### src/rtl/uart_tx_fifo.sv
// 8N1 UART transmitter fed from a small circular byte FIFO.
// Frames go out LSB first; a queued byte starts the next frame with no idle gap.
//
// state    | meaning
// ---------+----------------------------------------------
// ST_IDLE  | line high, waiting for the FIFO to hold a byte
// ST_START | start bit (line low)
// ST_DATA  | eight data bits, shift[0] on the line
// ST_STOP  | stop bit (line high), o_done on its last cycle
module uart_tx_fifo #(
  parameter int CLKS_PER_BIT = 217,
  parameter int FIFO_DEPTH   = 4
) (
  input  logic       i_clk,
  input  logic       i_rst,
  input  logic       i_wr_en,
  input  logic [7:0] i_wr_data,
  output logic       o_full,
  output logic       o_busy,
  output logic       o_done,
  output logic       o_uart_serial
);

  localparam int PTR_W  = $clog2(FIFO_DEPTH);
  localparam int CNT_W  = PTR_W + 1;
  localparam int BAUD_W = $clog2(CLKS_PER_BIT);

  localparam logic [1:0] ST_IDLE  = 2'd0;
  localparam logic [1:0] ST_START = 2'd1;
  localparam logic [1:0] ST_DATA  = 2'd2;
  localparam logic [1:0] ST_STOP  = 2'd3;

  localparam logic [BAUD_W-1:0] BAUD_LAST = BAUD_W'(CLKS_PER_BIT - 1);
  localparam logic [CNT_W-1:0]  CNT_FULL  = CNT_W'(FIFO_DEPTH);

  logic [7:0]        mem [FIFO_DEPTH];
  logic [PTR_W-1:0]  rd_ptr;
  logic [PTR_W-1:0]  wr_ptr;
  logic [CNT_W-1:0]  count;
  logic [CNT_W-1:0]  count_next;
  logic              full_q;

  logic [1:0]        state;
  logic [BAUD_W-1:0] baud_cnt;
  logic [2:0]        bit_idx;
  logic [7:0]        shift;
  logic              serial_q;

  logic              baud_last;
  logic              fifo_nonempty;
  logic              push;
  logic              pop;

  assign baud_last     = (baud_cnt == BAUD_LAST);
  assign fifo_nonempty = (count != '0);
  // A write against a full FIFO is dropped even if a pop frees a slot on the same edge.
  assign push          = i_wr_en & ~full_q;
  assign pop           = fifo_nonempty &
                         ((state == ST_IDLE) | ((state == ST_STOP) & baud_last));

  always_comb begin
    count_next = count;
    case ({push, pop})
      2'b10:   count_next = count + 1'b1;
      2'b01:   count_next = count - 1'b1;
      default: count_next = count;
    endcase
  end

  always_ff @(posedge i_clk) begin
    if (push) mem[wr_ptr] <= i_wr_data;
  end

  always_ff @(posedge i_clk or posedge i_rst) begin
    if (i_rst) begin
      rd_ptr <= '0;
      wr_ptr <= '0;
      count  <= '0;
      full_q <= 1'b0;
    end else begin
      if (push) wr_ptr <= wr_ptr + 1'b1;
      if (pop)  rd_ptr <= rd_ptr + 1'b1;
      count  <= count_next;
      full_q <= (count_next == CNT_FULL);
    end
  end

  always_ff @(posedge i_clk or posedge i_rst) begin
    if (i_rst) begin
      state    <= ST_IDLE;
      baud_cnt <= '0;
      bit_idx  <= '0;
      shift    <= '0;
      serial_q <= 1'b1;
    end else begin
      case (state)
        ST_IDLE: begin
          serial_q <= 1'b1;
          baud_cnt <= '0;
          if (fifo_nonempty) begin
            shift    <= mem[rd_ptr];
            state    <= ST_START;
            serial_q <= 1'b0;
          end
        end
        ST_START: begin
          if (baud_last) begin
            baud_cnt <= '0;
            bit_idx  <= '0;
            state    <= ST_DATA;
            serial_q <= shift[0];
          end else begin
            baud_cnt <= baud_cnt + 1'b1;
          end
        end
        ST_DATA: begin
          if (baud_last) begin
            baud_cnt <= '0;
            if (bit_idx == 3'd7) begin
              state    <= ST_STOP;
              serial_q <= 1'b1;
            end else begin
              shift    <= {1'b0, shift[7:1]};
              bit_idx  <= bit_idx + 3'd1;
              serial_q <= shift[1];
            end
          end else begin
            baud_cnt <= baud_cnt + 1'b1;
          end
        end
        ST_STOP: begin
          if (baud_last) begin
            baud_cnt <= '0;
            // Back-to-back: reload straight into the start bit.
            if (fifo_nonempty) begin
              shift    <= mem[rd_ptr];
              state    <= ST_START;
              serial_q <= 1'b0;
            end else begin
              state <= ST_IDLE;
            end
          end else begin
            baud_cnt <= baud_cnt + 1'b1;
          end
        end
        default: begin
          state    <= ST_IDLE;
          serial_q <= 1'b1;
        end
      endcase
    end
  end

  assign o_uart_serial = serial_q;
  assign o_full        = full_q;
  assign o_busy        = (state != ST_IDLE) | fifo_nonempty;
  assign o_done        = (state == ST_STOP) & baud_last;

endmodule
### config.mk
export PLATFORM = sky130hd
export DESIGN_NAME = uart_tx_fifo
export DESIGN_NICKNAME = d
export VERILOG_FILES = /design/src/rtl/uart_tx_fifo.sv
export SDC_FILE = /design/constraint.sdc
export NUM_CORES = 1
export LEC_CHECK = 0
export CORE_UTILIZATION = 50
export CTS_CLUSTER_DIAMETER = 60
export CTS_CLUSTER_SIZE = 8
export DETAILED_ROUTE_END_ITERATION = 16
export HOLD_SLACK_MARGIN = 0.1
export PLACE_DENSITY = 0.71
export SYNTH_ARGS = -nofsm -noshare
export SYNTH_HDL_FRONTEND = slang
export SYNTH_SLANG_ARGS = --single-unit
### constraint.sdc
create_clock -name i_clk -period 2.2 [get_ports i_clk]
set_input_delay 0.44 -clock i_clk [delete_from_list [all_inputs] [get_ports i_clk]]
set_output_delay 0.44 -clock i_clk [all_outputs]
set_load 0.01 [all_outputs]
==> impl_results.md <==
* CP delay by family, top: adder cells
* Worst VDD drop at 852 uV
* Switch share at 33.8%
* CP arrival at 2540 ps
* CP startpoint: baud_cnt[0]
* Status: finished, violations left
* Setup Viol. Count Final at 1
* Syn Std Cell Area at 2910 um^2
* Vias in the first global route at 1,908
* GR Overflow Total at 0
* Tightest Pin Transition at 471 ps
* Bufs and invs on worst path at 1
* Synth Area per Inst at 14.8 um^2
* Die X at 78.3 um
* Pwr per Cell Area at 1400 nW/um^2
* Drt drc at 0
* DRT antenna net count at 0
* Data required, critical path at 2470 ps
* Crit path max-delay cell type: fa_2
* Clock power frac at 18.2%
* Startpoint Class: flip-flop
* Reg power frac at 35.9%
* Pins over their slew limit at 0
* CP dominant cell by count: ha_2
* Largest net degree at the start of global routing at 31
* EDFF count, synth at 32
* H-tree depth at 3
* Die Ht at 78.3 um
* # rows at 27
* Wire length per cell at 16.8 um
* Total I/O pin count at 15
* Critical path type: reg2reg
* Hold WC Path Type: in2async
* Top post-synthesis cells by area: edfxtp_1 (33%), dfrtp_1 (25%), ha_1 (6.4%)
* Worst-path cell chain: inv_1 -> ha_2 -> nand3b_1 -> nor3_4 -> o21a_1 -> ha_2 -> fa_2 -> mux2_4 -> nor3b_2
* Max Freq at 0.439 GHz
* Initial antenna violation count at 0
* TritonRoute pass-1 iters at 4
* Clock tree buffer depth at 2
* Fin. Hold Viols at 0
* Netlist cell types at 39
* DIE AREA at 6130 um^2
* Design internal power at 3.28 mW
* Clk_skew at 7.65 ps
* Core Region at 5570 um^2
* Seq/Total Area, Yosys at 58.9%
* Inst Count DP at 296
* Syn_nets at 223
* All-Layer GR Usage at 20.3%
* RSZ-0062 raised after global routing: true
* CP Capture Type: flip-flop
* Initial Util at 52.2%
* Most instantiated cells after synthesis: edfxtp_1 (32), dfrtp_1 (29), ha_1 (15)
* Synth Flop Type: edfxtp_1
* Number of synthesized register bits at 62
* Dpl hpwl at 3630 um
* CTS root buffer: clkbuf_8
* RePlAce Congestion at 0.799
* Count leader, synth: edfxtp_1
* Hold buffers post-CTS at 0
* P_leak at 1.50 nW
* Post-synth top area cell: edfxtp_1
* Non-Filler Instances at 319
* Fraction of registers with async set/reset at 48.4%
* Failing checks: negative setup slack
* Initial DRC count at 120
* Layout cell share with drive strength beyond 1 at 34.0%
* Via density at 5.39
* Rel. slew slack at 68.6%
* Later-pin clock latency in the skew report at 340 ps
* Peak per-stage delay on the critical path at 450 ps
* CTS Buf Count at 9
* Worst-path fanout max at 2
* Port bufs at 14
* Synth warnings at 0
* Reg2reg start: baud_cnt[0]
* Area delta synth->final at 21.5%
* Logic pwr share at 45.9%
* Pwr Total at 4.95 mW
* Tmin final at 2280 ps
* Antenna diodes at 0
* Period utilization at 104%
* Max_cap viols at 0
* Psw at 1.68 mW
* Via count at 1,721
* Fin worst setup slack at -77.4 ps
* First-pass GRT wire length at 9000 um
* CTS tree: built
* Area share of the largest cell type after synthesis at 33.0%
* Cells after Synth at 196
* Num Clock Sinks at 62
* Util after Layout at 63.5%
* Post-Route WL at 5370 um
* Net count reported at finish at 269
* Worst-path clk slew at 70 ps
layer usage:
layer / GRT usage (%) / wire length [um] / part of all wire, % / up-vias
met5: 0 / 0 / 0 / -
met4: 10.2 / 116 / 2.2 / 0
met3: 5.93 / 154 / 2.9 / 11
met2: 33.9 / 2810 / 52 / 30
met1: 24.0 / 2290 / 43 / 872
li1: - / - / - / 808
logic make-up after synthesis:
group	count (synthesis)	share of synthesized area (%)
and+or+nand+nor	42	8.13
buffers and inverters	17	2.75
adders and majority gates	16	7.14
muxes	26	14.3
DFF	62	58.9
AOI/OAI and AO/OA	21	5.20
xor gates and xnor gates	12	3.61
cells in the final DEF, fill, tap and decap left out, drive strengths merged:
cell type / instances
and2: 4
nand3b: 1
buf: 28
clkdlybuf4s50: 12
nand3: 5
o21a: 1
nand4b: 1
nor2b: 5
o221a: 1
nor3: 5
a21oi: 4
dfstp: 1
inv: 12
a22oi: 1
nor3b: 1
clkbuf: 9
a211oi: 2
or3: 1
o211a: 2
a22o: 4
clkinvlp: 3
nor4bb: 1
edfxtp: 32
ha: 15
o22ai: 1
nand2: 2
fa: 1
dfrtp: 29
mux2: 18
and3: 3
a211o: 1
dlygate4sd2: 2
xnor2: 4
nor2: 12
clkinv: 2
mux4: 8
xor2: 8
o21ai: 4
or2: 1
worst reg2reg max path: cells and delay by family (launching register included):
family	cells	cell delay, ps
adder cells (fa/ha/maj)	3	810
AND/OR/NAND/NOR	3	460
multiplexers	1	300
AO/OA/AOI/OAI	1	180
flip-flops	1	380
buffers and inverters	1	60
registers in the layout, summed over array words and instances, names as in the netlist:
name and flops:
o_full 1, bit_idx 3, baud_cnt 8, count 3, shift 8, wr_ptr 2
mem 32, state 2, o_uart_serial 1, rd_ptr 2
metrics by stage:
step	worst slack (ps)	TNS (ps)	area (um^2)	hold slack, ps
2_1_floorplan	-79.9	-79.9	2930	474
3_3_place_gp	-78.5	-78.5	3270	489
3_5_place_dp	-286	-378	3270	496
4_1_cts	-108	-120	3490	471
5_1_grt	-212	-344	3540	523
6_report	-77.4	-77.4	3540	475
cell type report:
| cell class | instances | area [um^2] |
|---|---|---|
| clock buffers | 9 | 124 |
| repair buffers | 42 | 348 |
| multi-input cells | 117 | 1170 |
| flip-flops and latches | 62 | 1710 |
| well taps | 72 | 90.1 |
| inverters | 10 | 37.5 |
| fillers | 429 | 2040 |
| clock inverters | 7 | 57.6 |
path summary, 6_finish.rpt:
path,to,depth (start not counted),slack (ps)
worst min-delay path,baud_cnt[1],3,470
max in group asynchronous,o_uart_serial,3,1400
worst min register to register,shift[3],1,510
worst max register to register,o_full,9,-80
min in group i_clk,shift[3],1,510
worst max-delay path,o_full,9,-80
power groups by stage:
stage | clock network, mW | registers [mW] | logic, mW
3_5_place_dp | 0 | 1.80 | 2.07
6_report | 0.901 | 1.78 | 2.27
3_3_place_gp | 0 | 1.77 | 1.96
4_1_cts | 0.918 | 1.77 | 2.17
5_1_grt | 0.974 | 1.81 | 2.48
2_1_floorplan | 0 | 1.75 | 1.54
repair_timing:
action                                  in CTS  in global routing
setup buffers                                4                  3
endpoints found under the setup margin       4                  3
pin swaps                                    4                  4
resized for setup                            7                  4
No activity file was read; power rests on OpenSTA's default activity.
